--- config.mk ---
export PLATFORM = sky130hd
export DESIGN_NAME = if_id_reg_flat
export DESIGN_NICKNAME = d
export VERILOG_FILES = /design/src/rtl/mips_pkg.sv /design/src/rtl/if_id_reg_if.sv /design/src/rtl/if_addr_chk.sv /design/src/rtl/if_id_reg.sv /design/src/flat_wrapper.sv
export SDC_FILE = /design/constraint.sdc
export NUM_CORES = 1
export LEC_CHECK = 0
export ABC_CLOCK_PERIOD_IN_PS = 2300
export CAP_MARGIN = 40
export CORE_MARGIN = 5
export CORE_UTILIZATION = 45
export CTS_BUF_LIST = sky130_fd_sc_hd__clkbuf_16
export DETAILED_ROUTE_END_ITERATION = 7
export GPL_ROUTABILITY_DRIVEN = 0
export PLACE_DENSITY = 0.8
export RECOVER_POWER = 100
export SETUP_SLACK_MARGIN = 0.15
export SLEW_MARGIN = 20
export SYNTH_ARGS = -nofsm -noshare
export SYNTH_HDL_FRONTEND = slang
export SYNTH_SLANG_ARGS = --single-unit
--- constraint.sdc ---
create_clock -name clk -period 2.3 [get_ports clk]
set_clock_uncertainty 0.2 [all_clocks]
set_input_delay 0.345 -clock clk [delete_from_list [all_inputs] [get_ports clk]]
set_output_delay 0.345 -clock clk [all_outputs]
set_load 0.01 [all_outputs]
--- src/rtl/mips_pkg.sv ---
// Shared MIPS pipeline constants and types: fetch window, reset PC,
// exception codes and the IF/ID register update actions.
package mips_pkg;

  localparam logic [31:0] PC_RESET    = 32'h0000_3000;
  localparam logic [31:0] IM_BASE     = 32'h0000_3000;
  localparam logic [31:0] IM_LIMIT    = 32'h0000_6FFC;
  localparam logic [31:0] LINK_OFFSET = 32'd8;
  localparam logic [15:0] STALL_MAX   = 16'hFFFF;

  typedef logic [4:0] exc_code_t;

  localparam exc_code_t EXC_NONE = 5'd0;
  localparam exc_code_t EXC_ADEL = 5'd4;

  typedef enum logic [1:0] {
    UPD_LOAD,
    UPD_HOLD,
    UPD_FLUSH
  } upd_e;

endpackage

--- src/rtl/if_id_reg_if.sv ---
// IF/ID pipeline bus: fetch-side request fields and the registered ID-side view.
interface if_id_reg_if;
  import mips_pkg::*;

  logic        en;
  logic        flush;
  logic [31:0] pc_if;
  logic [31:0] instr_if;
  logic        bd_if;

  logic [31:0] pc_id;
  logic [31:0] pc8_id;
  logic [31:0] instr_id;
  logic        bd_id;
  logic        valid_id;
  exc_code_t   exc_id;
  logic [15:0] stall_cnt;

  modport master (
    output en, flush, pc_if, instr_if, bd_if,
    input  pc_id, pc8_id, instr_id, bd_id, valid_id, exc_id, stall_cnt
  );

  modport slave (
    input  en, flush, pc_if, instr_if, bd_if,
    output pc_id, pc8_id, instr_id, bd_id, valid_id, exc_id, stall_cnt
  );

endinterface

--- src/rtl/if_addr_chk.sv ---
// Fetch address legality check, shared with the exception unit.
// Misaligned or out-of-window addresses raise AdEL.
module if_addr_chk #(
  parameter logic [31:0] IM_BASE  = mips_pkg::IM_BASE,
  parameter logic [31:0] IM_LIMIT = mips_pkg::IM_LIMIT
) (
  input  logic [31:0]          pc,
  output mips_pkg::exc_code_t  exc
);
  import mips_pkg::*;

  always_comb begin
    exc = EXC_NONE;
    if ((pc[1:0] != 2'b00) || (pc < IM_BASE) || (pc > IM_LIMIT)) begin
      exc = EXC_ADEL;
    end
  end

endmodule

--- src/rtl/if_id_reg.sv ---
// IF/ID pipeline register with stall/flush control, fetch address
// exception tagging and a saturating stall-cycle counter.
module if_id_reg #(
  parameter logic [31:0] PC_RESET = mips_pkg::PC_RESET,
  parameter logic [31:0] IM_BASE  = mips_pkg::IM_BASE,
  parameter logic [31:0] IM_LIMIT = mips_pkg::IM_LIMIT
) (
  input  logic         clk,
  input  logic         reset,
  if_id_reg_if.slave   bus
);
  import mips_pkg::*;

  upd_e        upd;
  exc_code_t   fetch_exc;

  logic [31:0] pc_q;
  logic [31:0] pc8_q;
  logic [31:0] instr_q;
  logic        bd_q;
  logic        valid_q;
  exc_code_t   exc_q;
  logic [15:0] stall_q;

  if_addr_chk #(
    .IM_BASE  (IM_BASE),
    .IM_LIMIT (IM_LIMIT)
  ) u_addr_chk (
    .pc  (bus.pc_if),
    .exc (fetch_exc)
  );

  // Flush outranks the hazard unit's stall so a squashed slot never lingers.
  always_comb begin
    upd = UPD_LOAD;
    if (bus.flush) begin
      upd = UPD_FLUSH;
    end else if (!bus.en) begin
      upd = UPD_HOLD;
    end
  end

  always_ff @(posedge clk or negedge reset) begin
    if (!reset) begin
      pc_q    <= PC_RESET;
      pc8_q   <= PC_RESET + LINK_OFFSET;
      instr_q <= 32'h0000_0000;
      bd_q    <= 1'b0;
      valid_q <= 1'b0;
      exc_q   <= EXC_NONE;
    end else begin
      case (upd)
        UPD_FLUSH: begin
          // The PC still follows IF so EPC stays meaningful for a bubble.
          pc_q    <= bus.pc_if;
          pc8_q   <= bus.pc_if + LINK_OFFSET;
          instr_q <= 32'h0000_0000;
          bd_q    <= 1'b0;
          valid_q <= 1'b0;
          exc_q   <= EXC_NONE;
        end
        UPD_LOAD: begin
          pc_q    <= bus.pc_if;
          pc8_q   <= bus.pc_if + LINK_OFFSET;
          instr_q <= (fetch_exc != EXC_NONE) ? 32'h0000_0000 : bus.instr_if;
          bd_q    <= bus.bd_if;
          valid_q <= 1'b1;
          exc_q   <= fetch_exc;
        end
        default: begin
        end
      endcase
    end
  end

  // Only stalls that freeze a real instruction are counted; reset alone clears.
  always_ff @(posedge clk or negedge reset) begin
    if (!reset) begin
      stall_q <= 16'h0000;
    end else if ((upd == UPD_HOLD) && valid_q && (stall_q != STALL_MAX)) begin
      stall_q <= stall_q + 16'd1;
    end
  end

  assign bus.pc_id     = pc_q;
  assign bus.pc8_id    = pc8_q;
  assign bus.instr_id  = instr_q;
  assign bus.bd_id     = bd_q;
  assign bus.valid_id  = valid_q;
  assign bus.exc_id    = exc_q;
  assign bus.stall_cnt = stall_q;

endmodule

--- src/flat_wrapper.sv ---
// flat-port wrapper written by rule: the top's interface ports become plain ports
module if_id_reg_flat import mips_pkg::*;
#(
  parameter logic [31:0] PC_RESET = mips_pkg::PC_RESET,
  parameter logic [31:0] IM_BASE  = mips_pkg::IM_BASE,
  parameter logic [31:0] IM_LIMIT = mips_pkg::IM_LIMIT
)
  (clk, reset, bus_en, bus_flush, bus_pc_if, bus_instr_if, bus_bd_if, bus_pc_id, bus_pc8_id, bus_instr_id, bus_bd_id, bus_valid_id, bus_exc_id, bus_stall_cnt);
  if_id_reg_if bus_i ();
  input  logic clk;
  input  logic reset;
  input wire logic [$bits(bus_i.en)-1:0] bus_en;
  input wire logic [$bits(bus_i.flush)-1:0] bus_flush;
  input wire logic [$bits(bus_i.pc_if)-1:0] bus_pc_if;
  input wire logic [$bits(bus_i.instr_if)-1:0] bus_instr_if;
  input wire logic [$bits(bus_i.bd_if)-1:0] bus_bd_if;
  output wire logic [$bits(bus_i.pc_id)-1:0] bus_pc_id;
  output wire logic [$bits(bus_i.pc8_id)-1:0] bus_pc8_id;
  output wire logic [$bits(bus_i.instr_id)-1:0] bus_instr_id;
  output wire logic [$bits(bus_i.bd_id)-1:0] bus_bd_id;
  output wire logic [$bits(bus_i.valid_id)-1:0] bus_valid_id;
  output wire logic [$bits(bus_i.exc_id)-1:0] bus_exc_id;
  output wire logic [$bits(bus_i.stall_cnt)-1:0] bus_stall_cnt;
  assign bus_i.en = bus_en;
  assign bus_i.flush = bus_flush;
  assign bus_i.pc_if = bus_pc_if;
  assign bus_i.instr_if = bus_instr_if;
  assign bus_i.bd_if = bus_bd_if;
  assign bus_pc_id = bus_i.pc_id;
  assign bus_pc8_id = bus_i.pc8_id;
  assign bus_instr_id = bus_i.instr_id;
  assign bus_bd_id = bus_i.bd_id;
  assign bus_valid_id = bus_i.valid_id;
  assign bus_exc_id = bus_i.exc_id;
  assign bus_stall_cnt = bus_i.stall_cnt;
  if_id_reg #(.PC_RESET(PC_RESET), .IM_BASE(IM_BASE), .IM_LIMIT(IM_LIMIT)) u_core (.clk(clk), .reset(reset), .bus(bus_i));
endmodule
# After elaboration in Yosys (flattened, before gate mapping)
# Cells that the tools add are included.
# totals
input_bits	69
elab_cells	31
reg_bits	119
output_inout_bits	119
# op_classes
n_mux	8
order_cmp	2
n_eq_ne	3
reduce_logical	9
add_sub_neg	2
# ops
cell	count
32-bit one-hot mux with 2 select lines	1
32-bit by 4-bit adder with 32-bit output, second input constant	1
32-bit by 15-bit greater-than comparator with 1-bit output, second input constant	1
32-bit by 14-bit < comparator with 1-bit output, second input constant	1
32-bit two-way mux	1
16-bit by 1-bit adder with 16-bit output, second input constant	1
16-bit inequality test, second input constant	1
5-bit one-hot mux with 2 select lines	1
5-bit nonzero test	1
1-bit one-hot mux with 2 select lines	2
2-bit nonzero test	2
3-bit two-way mux	1
2-bit by 1-bit equality test with 1-bit output, second input constant	1
2-bit equality test, second input constant	1
1-bit logical AND	2
2-bit logical NOT	1
1-bit logical OR	2
2-bit two-way mux	1
2-bit OR reduction	1
1-bit two-way mux	1

# Longest topological paths before layout
# logic_depth
word_depth	7
mapped_depth	7
depth_no_buf	5

# By module
# A second synthesis with hierarchy kept.
# hier_totals
cells_unflattened	501
hier_area_um2	5109.9
# modules_own_cells
module	seq_area_each_um2	area_each_um2	cells_per_inst	instances
if_id_reg	2909.0	5021.1	487	1
if_addr_chk	0.0	88.8	14	1

# Worst setup path after synthesis
# OpenSTA, ideal clock, no wires.
# synth_path
path_kind	input-to-reg
startpoint	in bus_pc_if[13]
endpoint	reg u_core.pc8_q[28] (netlist: u_core.bus.pc8_id[28])
arrival_time_ps	1791
path_slack_ps	227
setup_ps	82
t_required_ps	2018
path_stages	5
path_buffers	1
cell_sequence	clkbuf_2 -> nand4_1 -> or4_4 -> or4_1 -> a31oi_1
# synth_between
elab_chain_cells	1
# synth_rtl
item	line_no	text
start: declaration	flat_wrapper.sv:14	input wire logic [$bits(bus_i.pc_if)-1:0] bus_pc_if;
32-bit by 4-bit adder with 32-bit output	if_id_reg.sv:56, if_id_reg.sv:64	
end signal: assignment	if_id_reg.sv:46	pc8_q <= PC_RESET + LINK_OFFSET;
end signal: assignment	if_id_reg.sv:56	pc8_q <= bus.pc_if + LINK_OFFSET;
end signal: assignment	if_id_reg.sv:64	pc8_q <= bus.pc_if + LINK_OFFSET;
end: declaration	if_id_reg.sv:18	logic [31:0] pc8_q;
# Every way passes these cells.
# A chain may end at the register's enable or synchronous reset.

# Final worst setup path
# layout_path
startpoint	in bus_pc_if[30]
endpoint	reg u_core.instr_q[21] (netlist: u_core.bus.instr_id[21])
# layout_between
elab_chain_cells	7
elab_cells_between_ends	8
classes_between	order compare: 2; mux: 3; reduce/logical: 3
# layout_rtl
item	line_no	text
32-bit by 14-bit < comparator with 1-bit output	if_addr_chk.sv:14	if ((pc[1:0] != 2'b00) || (pc < IM_BASE) || (pc > IM_LIMIT)) begin
1-bit logical OR	if_addr_chk.sv:14	
1-bit logical OR (*)	if_addr_chk.sv:14	
3-bit two-way mux (*)	if_addr_chk.sv:14	
5-bit nonzero test (*)	if_id_reg.sv:65	instr_q <= (fetch_exc != EXC_NONE) ? 32'h0000_0000 : bus.instr_if;
32-bit two-way mux (*)	if_id_reg.sv:65	
32-bit one-hot mux with 2 select lines (*)	if_id_reg.sv:52	case (upd)
end signal: assignment	if_id_reg.sv:65	
end: declaration	if_id_reg.sv:19	logic [31:0] instr_q;
# Mark *: on every way between the ends. The rest lies on a longest branch, timed or not.

==> metrics <==
Req. time, crit path 2.36 ns; PwrDens about 580 nW/um2; sequential share of the synthesized area 0.530; VDD IR max 0.000393 V; Die Wd 119 um; crit path max fanout 16; Die ar. 14,100 um2; max incr delay on CP 0.57 ns; root buffer cell clkbuf_16; Hold Path Depth 3; DR iter-0 viols 420; WP data arrival 2.24 ns; vias after detailed routing 5,083; fin crit share 0.946; crit path capture u_core.bus.instr_id[21]; Initial Util 0.462; Leakage 3.50 nW; die height ~120 um; sequence of cells on the critical path dlygate4sd3_1 -> or3_1 -> a311oi_4 -> buf_4 -> clkbuf_16 -> nand4_1 -> a21oi_1; clock tree sinks 112; WL per Instance around 17 um; post-synth cell types 46; Worst Tran Pin Value 1.04 ns; Layout Cells excl Fill 923; Layout Nets between 800 and 900; area occupied by registers roughly 2800 um2; reg2reg end u_core.bus.stall_cnt[1]; remaining routing DRC violations 0; Highest Clock Rate 460 MHz; first-pass GRT wire length 26,000 um; fin util 0.689; Post-Syn Area 5300 um2; CTS clk-pin slew, worst paths 0.07 ns; # rows 39; DP HPWL 11,200 um; share of cells above drive strength 1 0.118; Ys Warns 0; fin. max-slew vios 0; worst rel slew slack 0.308; GRT overflow 0; area occupied by multi-input gates between 2000 and 2500 um2; FILL cells slightly below 900; Post-Synthesis Cells about 570; Synth Flop Type dfrtp_1; final setup fails 0; vias in the first global route 5,042; Inst Count DP between 800 and 900; # port buffers 183; drt total wl about 16,000 um; Mapped Avg Cell Area 9.37 um2; Final Critical Period 2.18 ns; TNS Setup 0 ns; Clock Latency Late Sink 0.34 ns; Diodes inserted 0; GRT Overall Usage 0.223; Post-synth EDFFs 0; CTS buffer count 9; Yosys reg bits 112; Worst R2R Path Depth 4; Core Box Area 11,500 um2; area delta synth->final 49.0%; FF-to-FF setup slack 0.30 ns; Worst Path Class, Setup in -> reg; max_cap viols 0; Final ANT Viol Nets 0; H-tree depth 3; pin count of the biggest net entering global routing 113; RSZ-0062 raised after global routing true; # IOs approximately 190; TritonRoute pass-1 iters 5; CP Capture Type flop; drt via density 5.51; type of the most critical hold path in -> reg; clk buf depth 2; Worst Setup SP bus_pc_if[30]; TritonCTS clock tree built; asr flop ratio synth 1.00; slowest CP cell dlygate4sd3_1; initial antenna violation count 1; min-delay src bus_pc_if[4]; Hold Fails Final Rpt 0; outcome finished clean; reg2reg start u_core.bus.stall_cnt[5]; crit start category input port
[cell type report]
type,instances,area share
Inverter,4,0.00190
Timing Repair Buffer,242,0.295
Clock inverter,7,0.00903
Tap cell,143,0.0227
Multi-Input combinational cell,406,0.287
Clock buffer,9,0.0285
Sequential cell,112,0.356
[sequential cells by signal (all words and copies together), names as in the netlist]
register and flops:
u_core.bus.bd_id 1, u_core.bus.exc_id 1, u_core.bus.instr_id 32, u_core.bus.pc8_id 32, u_core.bus.pc_id 29, u_core.bus.stall_cnt 16
u_core.bus.valid_id 1
[what timing repair did]
action                     in CTS  in global routing
cloned                          1                  1
hold endpoints to repair      107                  0
setup endpoints to repair      13                 28
setup buffers                   5                  3
hold buffers                    1                  0
gates resized for setup        19                 12
pin swaps                       9                  7
[per-stage QoR]
step / hold WS [ns] / setup WS [ns] / power, mW / area [um2]
after floorplan: -0.151 / 0.227 / 2.54 / 5310
after global placement: 0.243 / -0.395 / 3.09 / 7510
after detailed placement: 0.254 / -0.480 / 3.12 / 7510
after CTS: 0.154 / 0.135 / 4.68 / 7870
after global routing: 0.107 / 0.0687 / 4.78 / 7900
final: 0.0902 / 0.125 / 4.59 / 7900
[Yosys cell counts (2+ instances only)]
library cell    n  share of area
nor2_1         25          0.018
or3_1          10          0.012
or4_1           6         0.0085
dfrtp_1       107           0.51
nor3_1          5         0.0047
and4_1          5         0.0083
clkbuf_1       31          0.022
xor2_1          8          0.013
inv_1           4         0.0028
nor4_1          7         0.0083
a21oi_1        35          0.033
o21ai_0        29          0.027
o31ai_1         5         0.0071
ha_1            2         0.0047
clkbuf_8        3         0.0078
nand2b_1       32          0.038
or4_4           2         0.0042
nand2_1       117          0.083
a31oi_1        15          0.018
buf_6           3         0.0064
nand4_1        44          0.052
a311oi_1        2         0.0033
dfstp_2         5          0.025
buf_4           8          0.011
nand3_1        16          0.015
xnor2_1        17          0.028
or2_2           4         0.0047
[cells in the final DEF (no fill, tap or decap), types with 2 or more instances in the layout]
master and count:
buf_4 46, dlygate4sd3_1 118, dfstp_2 5, clkdlybuf4s50_1 43, clkbuf_1 2, nor4_1 7
nor2_1 25, or3_1 10, xor2_1 8, o21ai_0 29, and4_1 5, conb_1 4
clkbuf_2 2, nand3_1 13, nand4_1 44, or4_1 6, ha_1 2, buf_12 4
dfrtp_1 107, xnor2_1 17, clkbuf_16 10, nand2b_1 32, clkbuf_4 4, dlygate4sd2_1 12
a31oi_1 15, o31ai_1 5, or4_4 3, inv_1 4, clkinvlp_4 2, a21oi_1 35
nand3_2 3, or2_2 3, nand2_1 117, dlymetal6s2s_1 8, nor3_1 5
[how the worst min path moves through the flow]
| stage | to | slack (ns) |
|---|---|---|
| floorplan | u_core.bus.bd_id | -0.15 |
| global placement | u_core.bus.pc_id[12] | 0.24 |
| detailed placement | u_core.bus.pc_id[13] | 0.25 |
| CTS | u_core.bus.pc8_id[3] | 0.15 |
| global route | u_core.bus.pc_id[4] | 0.11 |
| finish | u_core.bus.pc_id[4] | 0.09 |
[worst max-delay path: cells and delay by family]
family | cells | cell delay, ns
buf+inv | 3 | 0.94
compound gates | 2 | 0.40
simple gates | 2 | 0.54
[routing by layer]
| layer | vias to the layer above | routed length, um | part of all wire | global-route usage |
|---|---|---|---|---|
| met5 | - | 13 | 0.00081 | 0 |
| met4 | 2 | 418 | 0.026 | 0.0928 |
| met3 | 32 | 1050 | 0.065 | 0.0487 |
| met2 | 208 | 7780 | 0.48 | 0.363 |
| met1 | 2452 | 6790 | 0.42 | 0.288 |
| li1 | 2389 | - | - | - |
[power breakdown]
| part | internal, mW | total (mW) | switching, mW | leakage [nW] |
|---|---|---|---|---|
| Sequential | 2.10 | 2.20 | 0.0991 | 1.42 |
| Combinational | 0.416 | 0.819 | 0.403 | 1.94 |
| Clock | 0.846 | 1.57 | 0.725 | 0.139 |
| Total | 3.36 | 4.59 | 1.23 | 3.50 |
[logic make-up after synthesis]
logic type               count (synthesis)  share of synthesized area
adder cells (fa/ha/maj)                  2                    0.00472
AO/OA/AOI/OAI                           92                     0.0975
multiplexers                             2                    0.00401
flip-flops                             112                      0.530
other                                    1                   0.000707
AND/OR/NAND/NOR                        280                      0.269
XOR/XNOR                                25                     0.0413
buffers and inverters                   52                     0.0529
Power figures use the tool's default switching activity.
==> RTL change (config.mk and constraints unchanged) <==
Reset style: synchronous (`reset`), changed in 2 clocked blocks.
--- a/src/rtl/if_id_reg.sv
+++ b/src/rtl/if_id_reg.sv
@@ -40,7 +40,7 @@
     end
   end
 
-  always_ff @(posedge clk or negedge reset) begin
+  always_ff @(posedge clk) begin
     if (!reset) begin
       pc_q    <= PC_RESET;
       pc8_q   <= PC_RESET + LINK_OFFSET;
@@ -74,7 +74,7 @@
   end
 
   // Only stalls that freeze a real instruction are counted; reset alone clears.
-  always_ff @(posedge clk or negedge reset) begin
+  always_ff @(posedge clk) begin
     if (!reset) begin
       stall_q <= 16'h0000;
     end else if ((upd == UPD_HOLD) && valid_q && (stall_q != STALL_MAX)) begin
Behaviour: differs if reset is asserted again (counterexample within 4 cycles, from zero or initial values and one cycle with reset low); with reset held inactive, the same outputs for 10 cycles.
==> RTL change against the unedited design <==
Utilization down 0.63 points. Sequential cell count is the same. Routed wire length decreased by 1.2%. Setup slack better by 23 ps. Hold slack better by 160 ps. Design area shrank 2.2%. Synthesized cell count grew 14%. Sequential power decreased by 7%. Total power shrank 3.6%. First-iteration DRC count increased by 16%. Critical path depth shrank 1. Fmax grew 1.1%. Synthesized area fell by 3.0%. Highest routed layer is now met4.
==> RTL change: results (changes against the unedited design) <==
| Metric | Value |
|---|---|
| Synth top area share | `43.6% (-6.9 points)` |
| Hold wc startpoint | `u_core.bus.pc_id[8]` |
| Met3 Routed Length | `1360 µm (+29%)` |
| CTS max path bufs | `2 (unchanged)` |
| Fill cells | `958 (+7.3%)` |
| Routing usage on met2 | `37.9% (+1.6 points)` |
| Slack of the critical path | `148 ps (+23.0 ps)` |
| Inst Count DP | `974 (+8.7%)` |
| Vias in the first global route | `5137 (+1.9%)` |
| Hold endpoint | `u_core.bus.pc_id[8]` |
| Cell family with most CP delay | `simple AND/OR/NAND/NOR gates` |
| Tot GR Track Use | `23.1% (+0.79 points)` |
| Max layer used | `met4` |
| M3 GR Usage | `6.74% (+1.9 points)` |
| Multi-input logic area | `2540 µm² (+12%)` |
| Max incr delay on CP | `420 ps (-150 ps)` |
| Register area share after synthesis | `43.6% (-9.4 points)` |
| Initial antenna violation count | `0 (-1)` |
| Hold depth | `2 (-1)` |
| LEAKAGE | `0.00305 µW (-13%)` |
| Met1 wire length | `6630 µm (-2.3%)` |
| Crit path max-delay cell type | `or4_1` |
| Worst min-delay path class | `flop to flop` |
| Mean routed wirelength per cell | `16.0 µm (-7.7%)` |
| DP Area | `7400 µm² (-1.4%)` |
| DRT iter0 DRCs | `488 (+16%)` |
| Top FF cell, synth | `dfxtp_1` |
| Vias per cell | `5.52 (+0.21%)` |
| Clock transition at the registers of the reported paths | `70 ps (about the same)` |
| Met2 routed WL | `7600 µm (-2.3%)` |
| Worst-path fanout max | `7 (-9)` |
| Post-CTS Setup Bufs | `0 (-5)` |
| Synth async-reset ratio | `0% (-100 points)` |
| Final net count | `913 (+7.9%)` |
| Resized cells post-CTS | `1 (-18)` |
| Status | `completed` |
| Dpl hpwl | `11700 µm (+4.3%)` |
| Post-synth top cells | `nand2_1 (126), dfxtp_1 (112), nor2_1 (50)` |
| Setup crit start | `u_core.bus.stall_cnt[0]` |
| XOR/XNOR Fraction of Synth Area | `1.70% (-2.4 points)` |
| Area contributors post-synth | `dfxtp_1 (44%), nand2_1 (9.2%), o32a_1 (6.2%)` |
| Yosys cell types | `49 (+6.5%)` |
| Largest net degree at the start of global routing | `69 (-39%)` |
| Worst slack, placed | `-77.4 ps (+402 ps)` |
| VDD IR-drop max | `0.000438 V (+11%)` |
| Worst Reg-to-Reg Cells | `6 (+2)` |
| Layout cells sized above 1 | `8.98% (-2.8 points)` |
| Vias | `5458 (+7.4%)` |
| Final hold slack | `250 ps (+160 ps)` |
| Synth Area in Compound Gates | `19.8% (+10 points)` |
| Slew HR | `44.2% (+13 points)` |
[RTL change: changes by cell type after synthesis, moves of 10 or more]
| cell | before | now |
|---|---|---|
| a21oi_1 | 35 | 47 |
| dfxtp_1 | 0 | 112 |
| xnor2_1 | 17 | 2 |
| o32a_1 | 0 | 32 |
| inv_1 | 4 | 35 |
| nor2_1 | 25 | 50 |
| nand2b_1 | 32 | 6 |
| nand4_1 | 44 | 11 |
| a211oi_1 | 1 | 11 |
| dfrtp_1 | 107 | 0 |
[RTL change: final cells by class]
class                           instances  area share [%]
Timing Repair Buffer                  241            29.8
Clock inverter                          6            1.31
Sequential cell                       112            29.1
Multi-Input combinational cell        443            32.9
Inverter                               35            1.70
Clock buffer                            9            2.92
Tap cell                              143            2.32
[RTL change: report_power, final]
| group | leakage, µW | switching [µW] | internal [µW] |
|---|---|---|---|
| Clock | 0.000166 | 695 | 1050 |
| Sequential | 0.000919 | 37.8 | 2010 |
| Combinational | 0.00196 | 309 | 323 |
| Total | 0.00305 | 1040 | 3380 |
